[src/rtl/serial_add_sequencer.sv]
// Bit-serial add sequencer: feeds operands LSB-first to an external 1-bit adder,
// collects sum bits, and presents the full result with carry-out and signed overflow.
module serial_add_sequencer #(
  parameter int WIDTH = 8
) (
  input  logic             clk,
  input  logic             reset,
  input  logic             in_valid,
  output logic             in_ready,
  input  logic [WIDTH-1:0] in_a,
  input  logic [WIDTH-1:0] in_b,
  input  logic             in_cin,
  output logic             bit_valid,
  output logic             a_bit,
  output logic             b_bit,
  output logic             c_bit,
  input  logic             sum_bit,
  input  logic             carry_bit,
  output logic             out_valid,
  input  logic             out_ready,
  output logic [WIDTH-1:0] out_sum,
  output logic             out_cout,
  output logic             out_ovf,
  output logic             busy
);

  localparam int CW = (WIDTH > 1) ? $clog2(WIDTH) : 1;

  typedef enum logic [1:0] {IDLE, SHIFT, DONE} state_t;

  state_t           r_state;
  logic [WIDTH-1:0] r_a_sr, r_b_sr, r_sum;
  logic [CW-1:0]    r_cnt;
  logic             r_carry, r_a_msb, r_b_msb, r_cout, r_ovf;
  logic             r_in_ready, r_bit_valid, r_out_valid, r_busy;
  logic             w_last;

  assign w_last = (r_cnt == CW'(WIDTH-1));

  // r_carry holds the latched carry-in for bit 0, then each registered carry-out.
  always_ff @(posedge clk or posedge reset) begin
    if (reset) begin
      r_state     <= IDLE;
      r_a_sr      <= '0;
      r_b_sr      <= '0;
      r_sum       <= '0;
      r_cnt       <= '0;
      r_carry     <= 1'b0;
      r_a_msb     <= 1'b0;
      r_b_msb     <= 1'b0;
      r_cout      <= 1'b0;
      r_ovf       <= 1'b0;
      r_in_ready  <= 1'b1;
      r_bit_valid <= 1'b0;
      r_out_valid <= 1'b0;
      r_busy      <= 1'b0;
    end else begin
      case (r_state)
        IDLE: if (in_valid) begin
          r_a_sr      <= in_a;
          r_b_sr      <= in_b;
          r_carry     <= in_cin;
          r_a_msb     <= in_a[WIDTH-1];
          r_b_msb     <= in_b[WIDTH-1];
          r_cnt       <= '0;
          r_state     <= SHIFT;
          r_in_ready  <= 1'b0;
          r_bit_valid <= 1'b1;
          r_busy      <= 1'b1;
        end
        SHIFT: begin
          r_sum[r_cnt] <= sum_bit;
          r_carry      <= carry_bit;
          r_a_sr       <= {1'b0, r_a_sr[WIDTH-1:1]};
          r_b_sr       <= {1'b0, r_b_sr[WIDTH-1:1]};
          r_cnt        <= r_cnt + 1'b1;
          if (w_last) begin
            r_state     <= DONE;
            r_bit_valid <= 1'b0;
            r_out_valid <= 1'b1;
            r_cout      <= carry_bit;
            r_ovf       <= (r_a_msb == r_b_msb) && (sum_bit != r_a_msb);
          end
        end
        DONE: if (out_ready) begin
          r_state     <= IDLE;
          r_out_valid <= 1'b0;
          r_busy      <= 1'b0;
          r_in_ready  <= 1'b1;
        end
        default: r_state <= IDLE;
      endcase
    end
  end

  assign in_ready  = r_in_ready;
  assign bit_valid = r_bit_valid;
  assign a_bit     = r_bit_valid & r_a_sr[0];
  assign b_bit     = r_bit_valid & r_b_sr[0];
  assign c_bit     = r_bit_valid & r_carry;
  assign out_valid = r_out_valid;
  assign out_sum   = r_sum;
  assign out_cout  = r_cout;
  assign out_ovf   = r_ovf;
  assign busy      = r_busy;

endmodule

[config.mk]
export PLATFORM = sky130hd
export DESIGN_NAME = serial_add_sequencer
export DESIGN_NICKNAME = d
export VERILOG_FILES = /design/src/rtl/serial_add_sequencer.sv
export SDC_FILE = /design/constraint.sdc
export NUM_CORES = 1
export LEC_CHECK = 0
export BUFFER_PORTS_ARGS = -buffer_cell sky130_fd_sc_hd__buf_2
export CAP_MARGIN = 20
export CORE_MARGIN = 3
export CORE_UTILIZATION = 48
export CTS_CLUSTER_SIZE = 16
export DETAILED_ROUTE_END_ITERATION = 10
export PLACE_DENSITY = 0.75
export SLEW_MARGIN = 20
export SYNTH_ARGS = -nofsm -noshare
export SYNTH_HDL_FRONTEND = slang
export SYNTH_SLANG_ARGS = --single-unit
export TNS_END_PERCENT = 10
[constraint.sdc]
create_clock -name clk -period 1.4 [get_ports clk]
set_input_delay 0.14 -clock clk [delete_from_list [all_inputs] [get_ports clk]]
set_output_delay 0.14 -clock clk [all_outputs]
set_load 0.05 [all_outputs]
==> impl_results.md, run 1 <==
- Die Height: 67.1 um
- Drt first pass iters: 4
- Place WS: -0.00772 ns
- Final instance area: 2240 sq um
- #FFs+latches synth: 38
- CTS H-tree lvls: 2
- Achievable Freq: 715 MHz
- Dpl cells: approximately 260
- Crit path DAT: 1.57 ns
- Area growth from synthesis to layout: 24.8%
- PwrDens: 2310 nW/um^2
- Number of flops mapped to enable cells by yosys: 0
- Largest net degree at the start of global routing: 39
- Critical Path Sink Type: register
- Status: finished clean
- Routed via count: 1450
- Slew margin rel.: between 60% and 70%
- Sequential cell area: between 900 and 1000 sq um
- Starting density of the core: about half
- Vias in the first global route: 1423
- Placed inst area: 2110 sq um
- Iter 0 DRT Violations: between 100 and 150
- Mean number of vias per cell: 5.39
- Synth top area cells: dfrtp_1, and3b_1, o21ai_0
- Part of the cycle the worst path needs: between 90% and 100%
- Yosys top cell by area: dfrtp_1
- Die width: 67.1 um
- WP data required: roughly 1.6 ns
- Area of the multi-input gates: around 800 sq um
- Worst skew pair latency: around 0.29 ns
- Clock Sinks: 38
- Count leader, synth: dfrtp_1
- Gr usage total: 19.6%
- Register area share after synthesis: a little over half
- RSZ-0062 raised after global routing: yes
- Synth Area per Inst: 10.4 sq um
- Least-Margin Pin Slew: ~0.46 ns
- Clock-pin slew on the worst setup and hold paths: around 0.07 ns
- Initial antenna violation count: 0
- Post-DP HPWL: 2780 um
- Finished Layout Cells: about 270
- Cells after synthesis: ~170
- Maximum VDD drop: about 0.85 mV
- Min cycle time layout: about 1.4 ns
- Root buf cell: clkbuf_8
- Max-cap violations: 0
- Crit path max fanout: 5
- Share of layout cells above drive strength 1: roughly 35%
- First-pass GRT wire length: roughly 6400 um
- Core ar.: between 3000 and 4000 sq um
- Final hold viol count: 0
- Mapped Nets: 197
- Final worst slack: between 0.0004 and 0.0005 ns
- Post-Syn Area: between 1500 and 2000 sq um
- Final Wtd Congestion: about 0.8
- Hold WS: 0.0536 ns
- Port Buffers: 39
- Routed len/inst: between 10 and 15 um
- Congestion Overflow GR: 0
- Ant diodes: 0
- Residual DRC: 0
- Fraction of registers with async set/reset: 100%
- Yosys cell types: 28
- Final setup vio count: 0
- Cts bufs inserted: 5
- Total power: about 5.2 mW
- Wirelength, routed: roughly 3900 um
- Hold Path Class: in2reg
- Clock buffer depth: 2
- Max-slew violation count: 0
- Nets: 247
- # rows: 21
- Top cell type's share of synthesized area: between 50 and 60%
- Final-layout fill cell count: ~300
- ANT nets after route: 0
- Ys flop type: dfrtp_1
- CTS tree: done
- Io pins: 40
- Synth warn: 0
- Crit Path Class: reg2reg
- Die ar.: about 4500 sq um
- Crit start category: register
- Top cells by count, synth: dfrtp_1, nand2_1, o21ai_0
- Lkg Pwr: about 1.1 nW
- Skew final: 0.00784 ns
placed cells by master, fill, tap and decap left out, types with 3 or more instances in the layout:
cell | Yosys | final
a21oi_1 | 18 | 18
a22o_1 | 3 | 3
and2_1 | 3 | 3
and3b_1 | 13 | 13
buf_2 | 5 | 39
buf_4 | 0 | 13
clkbuf_8 | 0 | 6
dfrtp_1 | 37 | 35
inv_1 | 3 | 3
mux2_1 | 5 | 3
mux2_2 | 7 | 7
nand2_1 | 21 | 21
nand2b_1 | 4 | 4
nand3b_1 | 3 | 3
nor2_1 | 4 | 4
nor2b_1 | 4 | 4
o21ai_0 | 21 | 21
metrics by stage:
| stage | utilization [%] | setup TNS, ns |
|---|---|---|
| 5_1_grt | 64.5 | -0.340 |
| 6_report | 64.5 | 0 |
| 4_1_cts | 63.9 | 0 |
| 3_3_place_gp | 60.8 | 0 |
| 3_5_place_dp | 60.8 | -0.00772 |
| 2_1_floorplan | - | 0 |
flip-flops by register name (all words and copies together), names as in the netlist:
register / flops
bit_valid: 1
busy: 1
in_ready: 1
out_cout: 1
out_ovf: 1
out_sum: 8
out_valid: 1
r_a_msb: 1
r_a_sr: 8
r_b_msb: 1
r_b_sr: 8
r_carry: 1
r_cnt: 3
r_state: 2
worst max-delay path: stages (launching register included):
cell     delay, ns
dfrtp_1       0.41
buf_4         0.15
nor3b_4       0.27
nand3_1       0.13
mux2_1        0.33
cell type report:
| type | instances | share of cell area, % |
|---|---|---|
| multi-input combinational | 120 | 35.8 |
| clock buffer | 7 | 3.86 |
| inverter | 3 | 0.503 |
| timing repair buffer | 54 | 14.4 |
| tap | 46 | 2.57 |
| clock inverter | 1 | 0.224 |
| sequential | 38 | 42.6 |
worst paths after layout:
path,startpoint,end,slack [ns],cells after the start
max,r_cnt[0]$_DFFE_PP0P_,out_sum[6]$_DFFE_PP0P_,0.0005,4
min,out_ready,r_state[1]$_DFFE_PP0P_,0.05,2
max reg2reg,r_cnt[0]$_DFFE_PP0P_,out_sum[6]$_DFFE_PP0P_,0.0005,4
min reg2reg,in_ready$_DFFE_PP1P_,in_ready$_DFFE_PP1P_,0.48,2
max in group asynchronous,reset,in_ready$_DFFE_PP1P_,0.55,4
min in group asynchronous,reset,out_sum[6]$_DFFE_PP0P_,0.49,4
power breakdown:
| group | switching [mW] | internal [mW] | leakage [nW] | total [mW] |
|---|---|---|---|---|
| logic | 1.60 | 0.965 | 0.580 | 2.56 |
| registers | 0.296 | 1.55 | 0.458 | 1.85 |
| clock network | 0.358 | 0.397 | 0.0482 | 0.754 |
cell families after synthesis:
logic type                 Yosys count  synth area share [%]
and+or+nand+nor                     59                  20.1
AOI/OAI and AO/OA                   47                  14.6
DFF                                 38                  53.1
buffers and inverters               14                  3.28
muxes                               12                  7.54
adders and majority gates            2                  1.40
routing by layer:
layer | up-vias | share of wire, % | track usage (%)
met2 | 39 | 50 | 31.3
met5 | - | 0 | 0
li1 | 701 | - | -
met1 | 700 | 42 | 22.7
met4 | 0 | 2.2 | 10.4
met3 | 10 | 5.9 | 7.42
repair_timing:
item	in CTS	in global routing
buffers inserted	0	1
endpoints found under the hold margin	37	0
pin swaps	0	1
gates resized for setup	2	4
setup endpoints to repair	2	12
gates cloned	0	0
hold buffers	1	0
(Power assumes the default switching activity.)
==> inputs of run 2 (changes only) <==
--- a/config.mk
+++ b/config.mk
@@ -13,2 +13,3 @@
 export DETAILED_ROUTE_END_ITERATION = 10
+export MAX_ROUTING_LAYER = met4
 export PLACE_DENSITY = 0.75
==> constraint.sdc (replaced) <==
create_clock -name clk -period 1.4 [get_ports clk]
set_input_delay 0.07 -clock clk [delete_from_list [all_inputs] [get_ports clk]]
set_output_delay 0.07 -clock clk [all_outputs]
set_load 0.05 [all_outputs]
==> run 2 against run 1 <==
Net effect:
- maximum frequency rose by 1.9%
- clock skew up 0.0028 ns
- register-to-register slack gained 0.03 ns
- setup slack gained 0.027 ns
- combinational power hardly changed
- die area unchanged
- critical endpoint unchanged
==> impl_results.md, run 2 (same netlist as run 1, synthesis figures left out) <==
- Crit-path leading delay family: simple AND/OR/NAND/NOR gates
- Worst skew pair latency: ~0.29 ns
- Worst path slowest cell: dfrtp_1
- Maximum VDD drop: between 1 and 1.5 mV
- Max-cap violations: 0
- Port Buffers: 39
- Hold Path Class: in2reg
- PwrDens: 2310 nW/um^2
- Final-layout fill cell count: roughly 300
- Achievable Freq: 728 MHz
- Core ar.: 3470 sq um
- Place WS: -0.0108 ns
- Skew final: between 0.01 and 0.015 ns
- Part of the cycle the worst path needs: roughly 98%
- ANT nets after route: 0
- Crit start category: register
- Critical Path Sink Type: register
- Routed via count: between 1000 and 1500
- CP bufs+invs: 1
- Residual DRC: 0
- Area growth from synthesis to layout: 27.2%
- Drt first pass iters: 4
- Congestion Overflow GR: 0
- Placed inst area: approximately 2100 sq um
- Io pins: 40
- Vias in the first global route: 1439
- # rows: 21
- Ant diodes: 0
- CTS H-tree lvls: 2
- Starting density of the core: 51.7%
- Wirelength, routed: about 3700 um
- Status: finished clean
- Gr usage total: between 10% and 20%
- Final setup vio count: 0
- Clock-pin slew on the worst setup and hold paths: 0.08 ns
- Lkg Pwr: 1.11 nW
- Nets: between 200 and 300
- Mean number of vias per cell: 5.16
- Commonest cells after routing, fill and taps aside: buf_2, dfrtp_1, o21ai_0
- Die Height: about 67 um
- Share of layout cells above drive strength 1: roughly 36%
- Cts bufs inserted: 5
- Root buf cell: clkbuf_8
- Crit Path Class: reg2reg
- Iter 0 DRT Violations: 63
- Clock Sinks: 38
- Max-slew violation count: 0
- First-pass GRT wire length: between 6000 and 7000 um
- RSZ-0062 raised after global routing: yes
- Routed len/inst: roughly 14 um
- Final worst slack: between 0.02 and 0.03 ns
- CTS tree: done
- Crit path DAT: 1.56 ns
- Die ar.: 4500 sq um
- Cell breakdown of the critical path: buf_4 > nor3b_4 > nand3_1 > mux2_1
- CP max stage delay: approximately 0.4 ns
- Die width: between 60 and 70 um
- Final instance area: 2280 sq um
- Crit path max fanout: 5
- Min cycle time layout: 1.37 ns
- Initial antenna violation count: 0
- Least-Margin Pin Slew: approximately 0.48 ns
- WP data required: about 1.6 ns
- Most common cell after layout, fill and taps aside: buf_2
- Final Wtd Congestion: between 0.8 and 0.9
- Slew margin rel.: roughly two thirds
- Largest net degree at the start of global routing: 39
- Post-Route Setup TNS: 0 ns
- Final hold viol count: 0
- Post-DP HPWL: 2700 um
- Fin util: 65.8%
- Clock buffer depth: 2
-- run 2: cell count changes in the layout (fill, tap and decap cells not counted), sizes merged --
cell         previous run  this run
buf                    53        56
bufinv                  0         1
clkbuf                  7         5
clkinv                  1         2
dlygate4sd3             1         2
-- run 2: final timing paths --
path                                     endpoint  slack [ns]             startpoint  cells after the start
max                        out_sum[6]$_DFFE_PP0P_        0.03   r_cnt[0]$_DFFE_PP0P_                      4
min                         r_a_sr[7]$_DFFE_PP0P_        0.02                in_a[7]                      2
max reg2reg                out_sum[6]$_DFFE_PP0P_        0.03   r_cnt[0]$_DFFE_PP0P_                      4
min reg2reg                 r_a_sr[0]$_DFFE_PP0P_        0.48  r_a_sr[0]$_DFFE_PP0P_                      2
max in group asynchronous  r_state[1]$_DFFE_PP0P_        0.60                  reset                      4
min in group asynchronous  out_sum[4]$_DFFE_PP0P_        0.42                  reset                      4
-- run 2: worst reg2reg max path, stage by stage, from the launching register on --
cell and delay, ns:
dfrtp_1 0.40, buf_4 0.15, nor3b_4 0.27, nand3_1 0.14, mux2_1 0.32
-- run 2: power by group --
group	leakage (nW)	switching [mW]	internal, mW
Combinational	0.596	1.58	0.964
Clock	0.0579	0.377	0.524
Sequential	0.459	0.282	1.55
Total	1.11	2.24	3.03
-- run 2: stage by stage --
step           power [mW]  std cells  hold slack (ns)
3_3_place_gp         4.22        261            0.199
4_1_cts              5.25        271           0.0155
5_1_grt              5.65        273           0.0189
2_1_floorplan        3.63        172            0.177
3_5_place_dp         4.31        261            0.211
6_report             5.28        273           0.0195
-- run 2: repair_timing --
action,CTS,global route
setup buffers,0,2
gates resized for setup,3,4
setup endpoints to repair,5,11
hold buffers,2,0
pin swaps,0,1
endpoints found under the hold margin,38,0
-- run 2: cell type report --
type,count,area [sq um],share of cell area [%]
flip-flops and latches,38,953,41.8
multi-input cells,120,807,35.4
repair buffers,58,343,15.0
clock buffers,5,68.8,3.02
well taps,46,57.6,2.52
clock inverters,3,40.0,1.76
inverters,3,11.3,0.494
-- run 2: per-layer routing --
| metal | up-vias | GRT usage (%) | wire, um |
|---|---|---|---|
| met1 | 675 | 23.7 | 1700 |
| met3 | 5 | 5.73 | 155 |
| met5 | - | - | 0 |
| li1 | 706 | - | - |
| met2 | 24 | 30.9 | 1810 |
| met4 | 0 | 7.09 | 49 |
==> inputs of run 3 (changes only) <==
Settings changed: ABC_AREA set to 1, GPL_TIMING_DRIVEN set to 0.
==> run 3 against run 2 <==
Net effect:
- largest cell class unchanged
- combinational power is 8% higher
- setup slack better by 0.052 ns
- first-iteration DRC count grew to 2.8 times the previous value
- global-route usage hardly changed
- worst hold slack better by 0.0015 ns
- highest routed layer unchanged
==> impl_results.md, run 3 <==
- Ys flop type: dfrtp_1
- Area growth from synthesis to layout: 20.7%
- Crit start category: register
- Sequential cell area: about 950 sq um
- Lkg Pwr: around 1.3 nW
- Maximum VDD drop: ~1.3 mV
- #FFs+latches synth: 38
- Drt first pass iters: 4
- Nets: about 300
- CTS tree: done
- Min cycle time layout: about 1.3 ns
- Synth top area cells: dfrtp_1, nand2_1, nand3_1
- Hold Path Class: in2reg
- Crit-path leading delay family: flip-flops
- Synth Area per Inst: 7.85 sq um
- Starting density of the core: a little over half
- Number of flops mapped to enable cells by yosys: 0
- Core ar.: roughly 3500 sq um
- Fin util: about 63%
- Max-slew violation count: 0
- Wirelength, routed: around 3800 um
- Final-layout fill cell count: between 300 and 400
- RSZ-0062 raised after global routing: no
- Clock buffer depth: 2
- Routed via count: between 1500 and 2000
- CP bufs+invs: 1
- Post-Syn Area: between 1500 and 2000 sq um
- Initial antenna violation count: 0
- CP startpoint: r_cnt[0]$_DFFE_PP0P_
- Register area share after synthesis: 52.1%
- Share of layout cells above drive strength 1: roughly 22%
- Routed len/inst: between 10 and 15 um
- Iter 0 DRT Violations: ~180
- Hold depth: 3
- Skew final: 0.00537 ns
- Count leader, synth: nand2_1
- Yosys cell types: 22
- CTS H-tree lvls: 2
- Congestion Overflow GR: 0
- Fraction of registers with async set/reset: 100%
- Worst skew pair latency: between 0.2 and 0.3 ns
- Slew margin rel.: about 74%
- Die ar.: 4590 sq um
- Crit path max fanout: 7
- Final hold viol count: 0
- Worst path slowest cell: dfrtp_1
- Final setup vio count: 0
- Port Buffers: 38
- Area of the multi-input gates: just under 800 sq um
- Mean number of vias per cell: around 5
- Post-CTS setup buffers: 0
- Io pins: 40
- ANT nets after route: 0
- Hold_sp: in_a[7]
- CP max stage delay: 0.47 ns
- Most common cell after layout, fill and taps aside: nand2_1
- Root buf cell: clkbuf_8
- Post-DP HPWL: about 2700 um
- Commonest cells after routing, fill and taps aside: nand2_1, buf_2, dfrtp_1
- Ant diodes: 0
- Crit path DAT: roughly 1.5 ns
- Gr usage total: roughly a fifth
- Reg-to-reg startpoint: r_cnt[0]$_DFFE_PP0P_
- Yosys top cell by area: dfrtp_1
- Die width: 67.7 um
- Cts bufs inserted: 5
- Reg2Reg Setup Slack: about 0.079 ns
- Crit Path Class: reg2reg
- Vias in the first global route: roughly 1500
- # rows: 21
- Worst r2r path cells: 6
- Final Wtd Congestion: slightly above 0.8
- WP data required: 1.58 ns
- Status: finished clean
- RR Endpoint: out_ovf$_DFFE_PP0P_
- Clock-pin slew on the worst setup and hold paths: ~0.070 ns
- Critical Path Sink Type: register
- Least-Margin Pin Slew: slightly below 0.4 ns
- Top cell type's share of synthesized area: between 50% and 60%
- Synth warn: 0
- Hold Path Sink: r_a_sr[7]$_DFFE_PP0P_
- Top cells by count, synth: nand2_1, dfrtp_1, nand3_1
- PwrDens: ~2400 nW/um^2
- Die Height: just under 70 um
- Part of the cycle the worst path needs: approximately 94%
- First-pass GRT wire length: roughly 6500 um
- Post-Route Setup TNS: 0 ns
- Mapped Nets: 258
- Cell breakdown of the critical path: ha_1 > ha_1 > nand2_4 > clkinv_1 > nand2_1 > nand2_1
- Largest net degree at the start of global routing: 30
- Max-cap violations: 0
- Clock Sinks: 38
- Achievable Freq: 757 MHz
- Cells after synthesis: 233
- Residual DRC: 0
-- run 3: cell count changes in the layout (fill, tap and decap cells not counted), sizes merged, moves of 12 or more --
cell   change
a21oi     -18
and3b     -13
nand2     +99
mux2      -12
nand3     +26
-- run 3: how the worst max path moves through the flow --
stage	endpoint	slack [ns]	depth (start not counted)
after floorplan	out_ovf$_DFFE_PP0P_	0.20	6
after global placement	out_valid$_DFFE_PP0P_	-0.05	2
after detailed placement	r_b_sr[5]$_DFFE_PP0P_	0.06	5
after CTS	r_b_sr[6]$_DFFE_PP0P_	0.05	5
after global routing	out_ovf$_DFFE_PP0P_	0.00008	6
final	out_ovf$_DFFE_PP0P_	0.08	6
-- run 3: worst reg2reg max path: stages, from the launching register on --
cell and delay (ns):
dfrtp_1 0.47, ha_1 0.24, ha_1 0.22, nand2_4 0.11, clkinv_1 0.08, nand2_1 0.07, nand2_1 0.04
-- run 3: metal layers --
layer	GRT usage, %	up-vias	routed length [um]
met5	-	-	0
met4	9.11	0	82
met3	5.16	10	198
met2	29.0	43	1750
met1	24.8	757	1740
li1	-	824	-
-- run 3: cell type report --
| type | instances | area share [%] |
|---|---|---|
| Tap cell | 46 | 2.61 |
| Sequential cell | 38 | 43.1 |
| Clock buffer | 8 | 3.63 |
| Timing Repair Buffer | 41 | 10.4 |
| Inverter | 15 | 2.55 |
| Buffer | 8 | 2.72 |
| Multi-Input combinational cell | 172 | 34.9 |
-- run 3: cell families (layout without fill, tap and decap cells) --
kind of cell,count (synthesis),after routing,share of synthesized area [%]
buffers and inverters,23,72,6.36
DFF,38,38,52.1
and+or+nand+nor,158,158,36.5
AOI/OAI and AO/OA,12,12,3.76
adders and majority gates,2,2,1.37
-- run 3: stage by stage --
stage	setup WS (ns)	hold slack, ns	power (mW)	instance area, sq um	std cells
floorplan	0.198	0.168	4.03	1830	233
global placement	-0.0536	0.287	4.59	2080	317
CTS	0.0536	0.0223	5.37	2200	328
finish	0.0791	0.0211	5.36	2210	328
global route	0.0000805	0.0349	5.85	2210	328
detailed placement	0.0610	0.00379	4.64	2100	318
-- run 3: what timing repair did --
| action | in CTS | in global routing |
|---|---|---|
| hold buffers | 2 | 0 |
| gates resized for setup | 0 | 2 |
| endpoints found under the hold margin | 38 | 0 |
| setup endpoints to repair | 0 | 10 |
-- run 3: where the power goes --
| group | internal [mW] | switching (mW) |
|---|---|---|
| clock network | 0.354 | 0.366 |
| logic | 0.799 | 1.96 |
| registers | 1.59 | 0.301 |
| total | 2.74 | 2.62 |
